File: config.mk
export PLATFORM = sky130hd
export DESIGN_NAME = seq_loader_flat
export DESIGN_NICKNAME = d
export VERILOG_FILES = /design/src/rtl/seq_loader_if.sv /design/src/rtl/seq_loader.sv /design/src/flat_wrapper.sv
export SDC_FILE = /design/constraint.sdc
export NUM_CORES = 1
export LEC_CHECK = 0
export CAP_MARGIN = 20
export CORE_ASPECT_RATIO = 1.25
export CORE_MARGIN = 2
export CORE_UTILIZATION = 40
export DETAILED_ROUTE_END_ITERATION = 8
export GPL_TIMING_DRIVEN = 0
export MAX_ROUTING_LAYER = met4
export PLACE_DENSITY = 0.75
export SLEW_MARGIN = 40
export SYNTH_ARGS = -nofsm -noshare
export SYNTH_HDL_FRONTEND = slang
export SYNTH_SLANG_ARGS = --single-unit
File: constraint.sdc
create_clock -name clk -period 2.06 [get_ports clk]
set_clock_uncertainty 0.1 [all_clocks]
set_input_delay 0.206 -clock clk [delete_from_list [all_inputs] [get_ports clk]]
set_output_delay 0.206 -clock clk [all_outputs]
set_load 0.005 [all_outputs]
File: src/rtl/seq_loader_if.sv
// Byte-stream input and RAM write port of the sequence loader.
// master drives bytes and start; slave is the loader itself.
interface seq_loader_if #(
    parameter int AW = 9
);
    logic          start;
    logic [7:0]    byte_in;
    logic          byte_valid;
    logic          byte_ready;
    logic [2:0]    din;
    logic          en_din;
    logic          we;
    logic [AW-1:0] addr_din;
    logic [AW-1:0] length;
    logic          busy;
    logic          done;
    logic          error;
    logic [7:0]    err_char;

    modport master (
        output start, byte_in, byte_valid,
        input  byte_ready, din, en_din, we, addr_din,
        input  length, busy, done, error, err_char
    );

    modport slave (
        input  start, byte_in, byte_valid,
        output byte_ready, din, en_din, we, addr_din,
        output length, busy, done, error, err_char
    );
endinterface

File: src/rtl/seq_loader.sv
// Encodes an ASCII nucleotide stream into 3-bit base codes and writes
// them into the sequence RAM, tracking length and malformed input.
module seq_loader #(
    parameter int       N       = 128,
    parameter int       BitAddr = $clog2(N + 1),
    parameter logic [2:0] G     = 3'b001,
    parameter logic [2:0] C     = 3'b110,
    parameter logic [2:0] A     = 3'b100,
    parameter logic [2:0] T     = 3'b011
) (
    input  logic        clk,
    input  logic        rst,
    seq_loader_if.slave bus
);
    localparam int AW = BitAddr + 1;

    typedef enum logic [1:0] {
        IDLE,
        LOAD,
        DONE,
        ERR
    } state_t;

    state_t        state, state_n;
    logic [2:0]    din_q, din_n;
    logic          en_q, en_n;
    logic [AW-1:0] addr_q, addr_n;
    logic [AW-1:0] len_q, len_n;
    logic          done_q, done_n;
    logic          err_q, err_n;
    logic [7:0]    errc_q, errc_n;

    logic       is_g, is_c, is_a, is_t;
    logic       is_nuc, is_term;
    logic [2:0] code;

    assign is_g    = (bus.byte_in == 8'h47) || (bus.byte_in == 8'h67);
    assign is_c    = (bus.byte_in == 8'h43) || (bus.byte_in == 8'h63);
    assign is_a    = (bus.byte_in == 8'h41) || (bus.byte_in == 8'h61);
    assign is_t    = (bus.byte_in == 8'h54) || (bus.byte_in == 8'h74);
    assign is_nuc  = is_g || is_c || is_a || is_t;
    assign is_term = (bus.byte_in == 8'h0A) || (bus.byte_in == 8'h0D);

    always_comb begin
        code = 3'b000;
        unique case (1'b1)
            is_g:    code = G;
            is_c:    code = C;
            is_a:    code = A;
            is_t:    code = T;
            default: code = 3'b000;
        endcase
    end

    always_ff @(posedge clk or posedge rst) begin
        if (rst) begin
            state  <= IDLE;
            din_q  <= '0;
            en_q   <= 1'b0;
            addr_q <= '0;
            len_q  <= '0;
            done_q <= 1'b0;
            err_q  <= 1'b0;
            errc_q <= '0;
        end else begin
            state  <= state_n;
            din_q  <= din_n;
            en_q   <= en_n;
            addr_q <= addr_n;
            len_q  <= len_n;
            done_q <= done_n;
            err_q  <= err_n;
            errc_q <= errc_n;
        end
    end

    always_comb begin
        state_n = state;
        din_n   = din_q;
        en_n    = 1'b0;
        addr_n  = addr_q;
        len_n   = len_q;
        done_n  = done_q;
        err_n   = err_q;
        errc_n  = errc_q;

        // start outranks any byte presented in the same cycle
        if (bus.start) begin
            state_n = LOAD;
            len_n   = '0;
            done_n  = 1'b0;
            err_n   = 1'b0;
            errc_n  = '0;
        end else if (state == LOAD && bus.byte_valid) begin
            if (is_nuc) begin
                if (len_q < AW'(N)) begin
                    en_n   = 1'b1;
                    din_n  = code;
                    addr_n = len_q;
                    len_n  = len_q + AW'(1);
                end else begin
                    state_n = ERR;
                    err_n   = 1'b1;
                    errc_n  = '0;
                end
            end else if (is_term) begin
                if (len_q != '0) begin
                    state_n = DONE;
                    done_n  = 1'b1;
                end else begin
                    state_n = ERR;
                    err_n   = 1'b1;
                    errc_n  = '0;
                end
            end else begin
                state_n = ERR;
                err_n   = 1'b1;
                errc_n  = bus.byte_in;
            end
        end
    end

    assign bus.din        = din_q;
    assign bus.en_din     = en_q;
    assign bus.we         = en_q;
    assign bus.addr_din   = addr_q;
    assign bus.length     = len_q;
    assign bus.busy       = (state == LOAD);
    assign bus.byte_ready = (state == LOAD);
    assign bus.done       = done_q;
    assign bus.error      = err_q;
    assign bus.err_char   = errc_q;
endmodule

File: src/flat_wrapper.sv
// flat-port wrapper written by rule: the top's interface ports become plain ports
module seq_loader_flat 
#(
    parameter int       N       = 128,
    parameter int       BitAddr = $clog2(N + 1),
    parameter logic [2:0] G     = 3'b001,
    parameter logic [2:0] C     = 3'b110,
    parameter logic [2:0] A     = 3'b100,
    parameter logic [2:0] T     = 3'b011
)
  (clk, rst, bus_start, bus_byte_in, bus_byte_valid, bus_byte_ready, bus_din, bus_en_din, bus_we, bus_addr_din, bus_length, bus_busy, bus_done, bus_error, bus_err_char);
  seq_loader_if #(.AW((9))) bus_i ();
  input  logic clk;
  input  logic rst;
  input wire logic [$bits(bus_i.start)-1:0] bus_start;
  input wire logic [$bits(bus_i.byte_in)-1:0] bus_byte_in;
  input wire logic [$bits(bus_i.byte_valid)-1:0] bus_byte_valid;
  output wire logic [$bits(bus_i.byte_ready)-1:0] bus_byte_ready;
  output wire logic [$bits(bus_i.din)-1:0] bus_din;
  output wire logic [$bits(bus_i.en_din)-1:0] bus_en_din;
  output wire logic [$bits(bus_i.we)-1:0] bus_we;
  output wire logic [$bits(bus_i.addr_din)-1:0] bus_addr_din;
  output wire logic [$bits(bus_i.length)-1:0] bus_length;
  output wire logic [$bits(bus_i.busy)-1:0] bus_busy;
  output wire logic [$bits(bus_i.done)-1:0] bus_done;
  output wire logic [$bits(bus_i.error)-1:0] bus_error;
  output wire logic [$bits(bus_i.err_char)-1:0] bus_err_char;
  assign bus_i.start = bus_start;
  assign bus_i.byte_in = bus_byte_in;
  assign bus_i.byte_valid = bus_byte_valid;
  assign bus_byte_ready = bus_i.byte_ready;
  assign bus_din = bus_i.din;
  assign bus_en_din = bus_i.en_din;
  assign bus_we = bus_i.we;
  assign bus_addr_din = bus_i.addr_din;
  assign bus_length = bus_i.length;
  assign bus_busy = bus_i.busy;
  assign bus_done = bus_i.done;
  assign bus_error = bus_i.error;
  assign bus_err_char = bus_i.err_char;
  seq_loader #(.N(N), .BitAddr(BitAddr), .G(G), .C(C), .A(A), .T(T)) u_core (.clk(clk), .rst(rst), .bus(bus_i));
endmodule
==> summary.txt <==
Synthesis
  • Yosys cell types: 49
  • Yosys Warn Count: 0
  • Top cells by area, synth: dfrtp_1 (47%), mux2_4 (5.8%), nor2_1 (2.7%)
  • Top-area cell type share of the netlist area: 47.4%
  • Seq/Total Area, Yosys: 47.4%
  • Avg Cell Area, Syn: between 10 and 15 µm²
  • Area of the mapped netlist: roughly 0.0018 mm²
  • Syn_nets: 173
  • Area leader, netlist: dfrtp_1
  • Cells after Synth: 159
  • Synthesized flop and latch total: 34

Place
  • Number of instances in the placed design: 261
  • Routability cong.: 0.779
  • Buffers on Ports: 44
  • DP HPWL: roughly 2700 µm

Worst setup path
  • Setup crit end kind: flip-flop
  • WP data arrival: 2010 ps
  • Crit-path max FO: 4
  • WP data required: ~2100 ps
  • CP Launch Type: primary input
  • Critical path class: in -> reg

Power
  • Pwr dens: 541 mW/mm²
  • VDD IR max: 337 µV
  • Static leakage power: 1.01 nW
  • PnR Total Power: 0.00131 W

Clock tree
  • Clock-pin slew on the worst setup and hold paths: roughly 70 ps
  • Htree depth: 2
  • Buffer levels on the longest clock path: 2
  • Clk_lat worst skew: approximately 280 ps
  • CTS Hold Bufs: 0
  • CTS tree: built
  • Root buffer cell: clkbuf_8
  • Sink Count: 34
  • CTS Buf Count: 5

Flow run
  • Max_cap viols: 0

Global routing
  • Vias in the first global route: 1381
  • First-pass GRT wire length: around 6300 µm
  • Initial antenna violation count: 0
  • GRT Util Overall: between 10% and 20%
  • Gr ovfl total: 0
  • Pin count of the biggest net entering global routing: 35

Floorplanning
  • Starting Density: roughly 40%
  • Die ar.: approximately 0.0050 mm²
  • Die H: 78.9 µm
  • Total core area: roughly 0.0044 mm²
  • Ports: 47
  • Site Rows: 27
  • Die width: about 64 µm

Final layout
  • Share of layout cells above drive strength 1: 18.8%
  • Footprint of the multi-input gates: around 900 µm²
  • Area delta synth->final: 34.9%
  • Most common cell after layout, fill and taps aside: clkdlybuf4s50_1
  • Ant. Diodes: 0
  • Fill count: 379
  • Storage cell area: 851 µm²
  • Post-Layout Cell Count: 271
  • Most frequent cells in the layout: clkdlybuf4s50_1 (42), dfrtp_1 (34), nor2_1 (12), o21ai_0 (8), a21oi_1 (8)
  • Final net count: 227

STA
  • Final setup viols: 0
  • Final hold viol count: 0
  • Period minus WS final: 1960 ps
  • Setup TNS Final: 0 ps
  • Max-slew violations: 0
  • RSZ-0062 raised after global routing: false
  • Tcrit/Tclk final: 95.3%
  • Worst slew margin: 54.4%
  • Least-Margin Pin Slew: 683 ps
  • Fmax: 0.509 GHz

Detailed routing
  • DRC viols: 0
  • Post-DR vias/cell: 5.23
  • TritonRoute pass-1 iters: 4
  • Final antenna-violating net count: 0
  • DR WL/cell: 13.7 µm
  • Post-Route WL: 3720 µm
  • Initial DRC count: 74
  • Via count: about 1400

Status
  • Status: finished, final reports clean

Worst hold path
  • Hold Path Class: in -> reg
==> what timing repair did <==
| item | CTS | global route |
|---|---|---|
| endpoints found under the setup margin | 7 | 11 |
| resized for setup | 1 | 4 |
| cloned | 0 | 0 |
| pin swaps | 1 | 1 |
| setup buffers | 1 | 2 |
==> synth_stat cells (all sizes together) <==
| cell type | instances |
|---|---|
| o21ba | 1 |
| a31oi | 3 |
| nand2 | 5 |
| nor2 | 14 |
| and3b | 1 |
| or3b | 2 |
| o21ai | 9 |
| o211ai | 1 |
| nand4bb | 1 |
| o32ai | 4 |
| dfrtp | 34 |
| o22ai | 1 |
| inv | 6 |
| nand2b | 6 |
| nor3 | 3 |
| a21boi | 1 |
| and3 | 1 |
| a31o | 1 |
| buf | 5 |
| clkbuf | 4 |
| nor2b | 6 |
| nand4b | 1 |
| nand3b | 7 |
| nand4 | 4 |
| nor4b | 1 |
| xor2 | 2 |
| a21oi | 8 |
| nor3b | 2 |
| nand3 | 5 |
| mux2i | 1 |
| a22oi | 1 |
| mux2 | 10 |
| ha | 2 |
| or3 | 4 |
| xnor2 | 1 |
| nor4 | 1 |
==> registers in the layout, indices dropped and copies added, names as in the netlist <==
register	cells
u_core.bus.addr_din	9
u_core.bus.length	9
u_core.bus.err_char	8
u_core.bus.din	3
u_core.state	2
u_core.bus.done	1
u_core.bus.en_din	1
u_core.bus.error	1
==> cell families after synthesis <==
family,Yosys count,share of synthesized area (%)
simple gates,64,24.9
buf+inv,15,4.73
xor+xnor,3,1.46
mux,11,8.29
compound gates,30,11.8
fa+ha+maj,2,1.39
flops,34,47.4
==> area by class of cell <==
class	instances	share of cell area (%)
Buffer	9	2.58
Clock buffer	7	3.15
Inverter	6	0.929
Multi-Input combinational cell	110	36.1
Sequential cell	34	35.1
Tap cell	58	2.99
Timing Repair Buffer	47	19.2
==> worst max-delay path, cell delays in order <==
cell	delay, ps
clkdlybuf4s50_1	510
or3b_1	490
or3_1	350
o211ai_2	100
a21boi_2	240
o32ai_1	120
==> where the power goes <==
part	switching [W]	total (W)	internal, W
Combinational	0.0000902	0.000176	0.0000862
Sequential	0.00000801	0.000690	0.000682
Clock	0.000212	0.000444	0.000232
Total	0.000311	0.00131	0.00100
==> worst paths after layout <==
path	from	to	slack, ps	cells after the start
min	bus_byte_in[2]	u_core.bus.err_char[2]	170	3
min in group asynchronous	rst	u_core.bus.din[0]	250	2
max in group asynchronous	rst	u_core.bus.length[1]	1160	2
max reg2reg	u_core.state[1]	u_core.bus.addr_din[3]	200	6
max	bus_byte_in[7]	u_core.bus.err_char[3]	100	6
min reg2reg	u_core.bus.error	u_core.bus.error	410	2
==> through the flow <==
| stage | util (%) | area, µm² | setup slack, ps | hold slack, ps |
|---|---|---|---|---|
| global placement | 53.0 | 2310 | -298 | 382 |
| floorplan | - | 1800 | 249 | 237 |
| finish | 55.6 | 2420 | 96.6 | 169 |
| global route | 55.6 | 2420 | 36.7 | 196 |
| CTS | 54.9 | 2390 | 49.2 | 165 |
| detailed placement | 53.0 | 2310 | -317 | 398 |
==> layer usage <==
layer | global-route usage (%) | routed length, µm | share of wire [%] | up-vias
li1 | - | - | - | 679
met1 | 19.2 | 1620 | 44 | 688
met2 | 27.1 | 1870 | 50 | 45
met3 | 4.82 | 185 | 5.0 | 6
met4 | 6.30 | 44 | 1.2 | 0
met5 | - | 0 | 0 | -
Note: power is estimated with default switching activity, not from simulation.
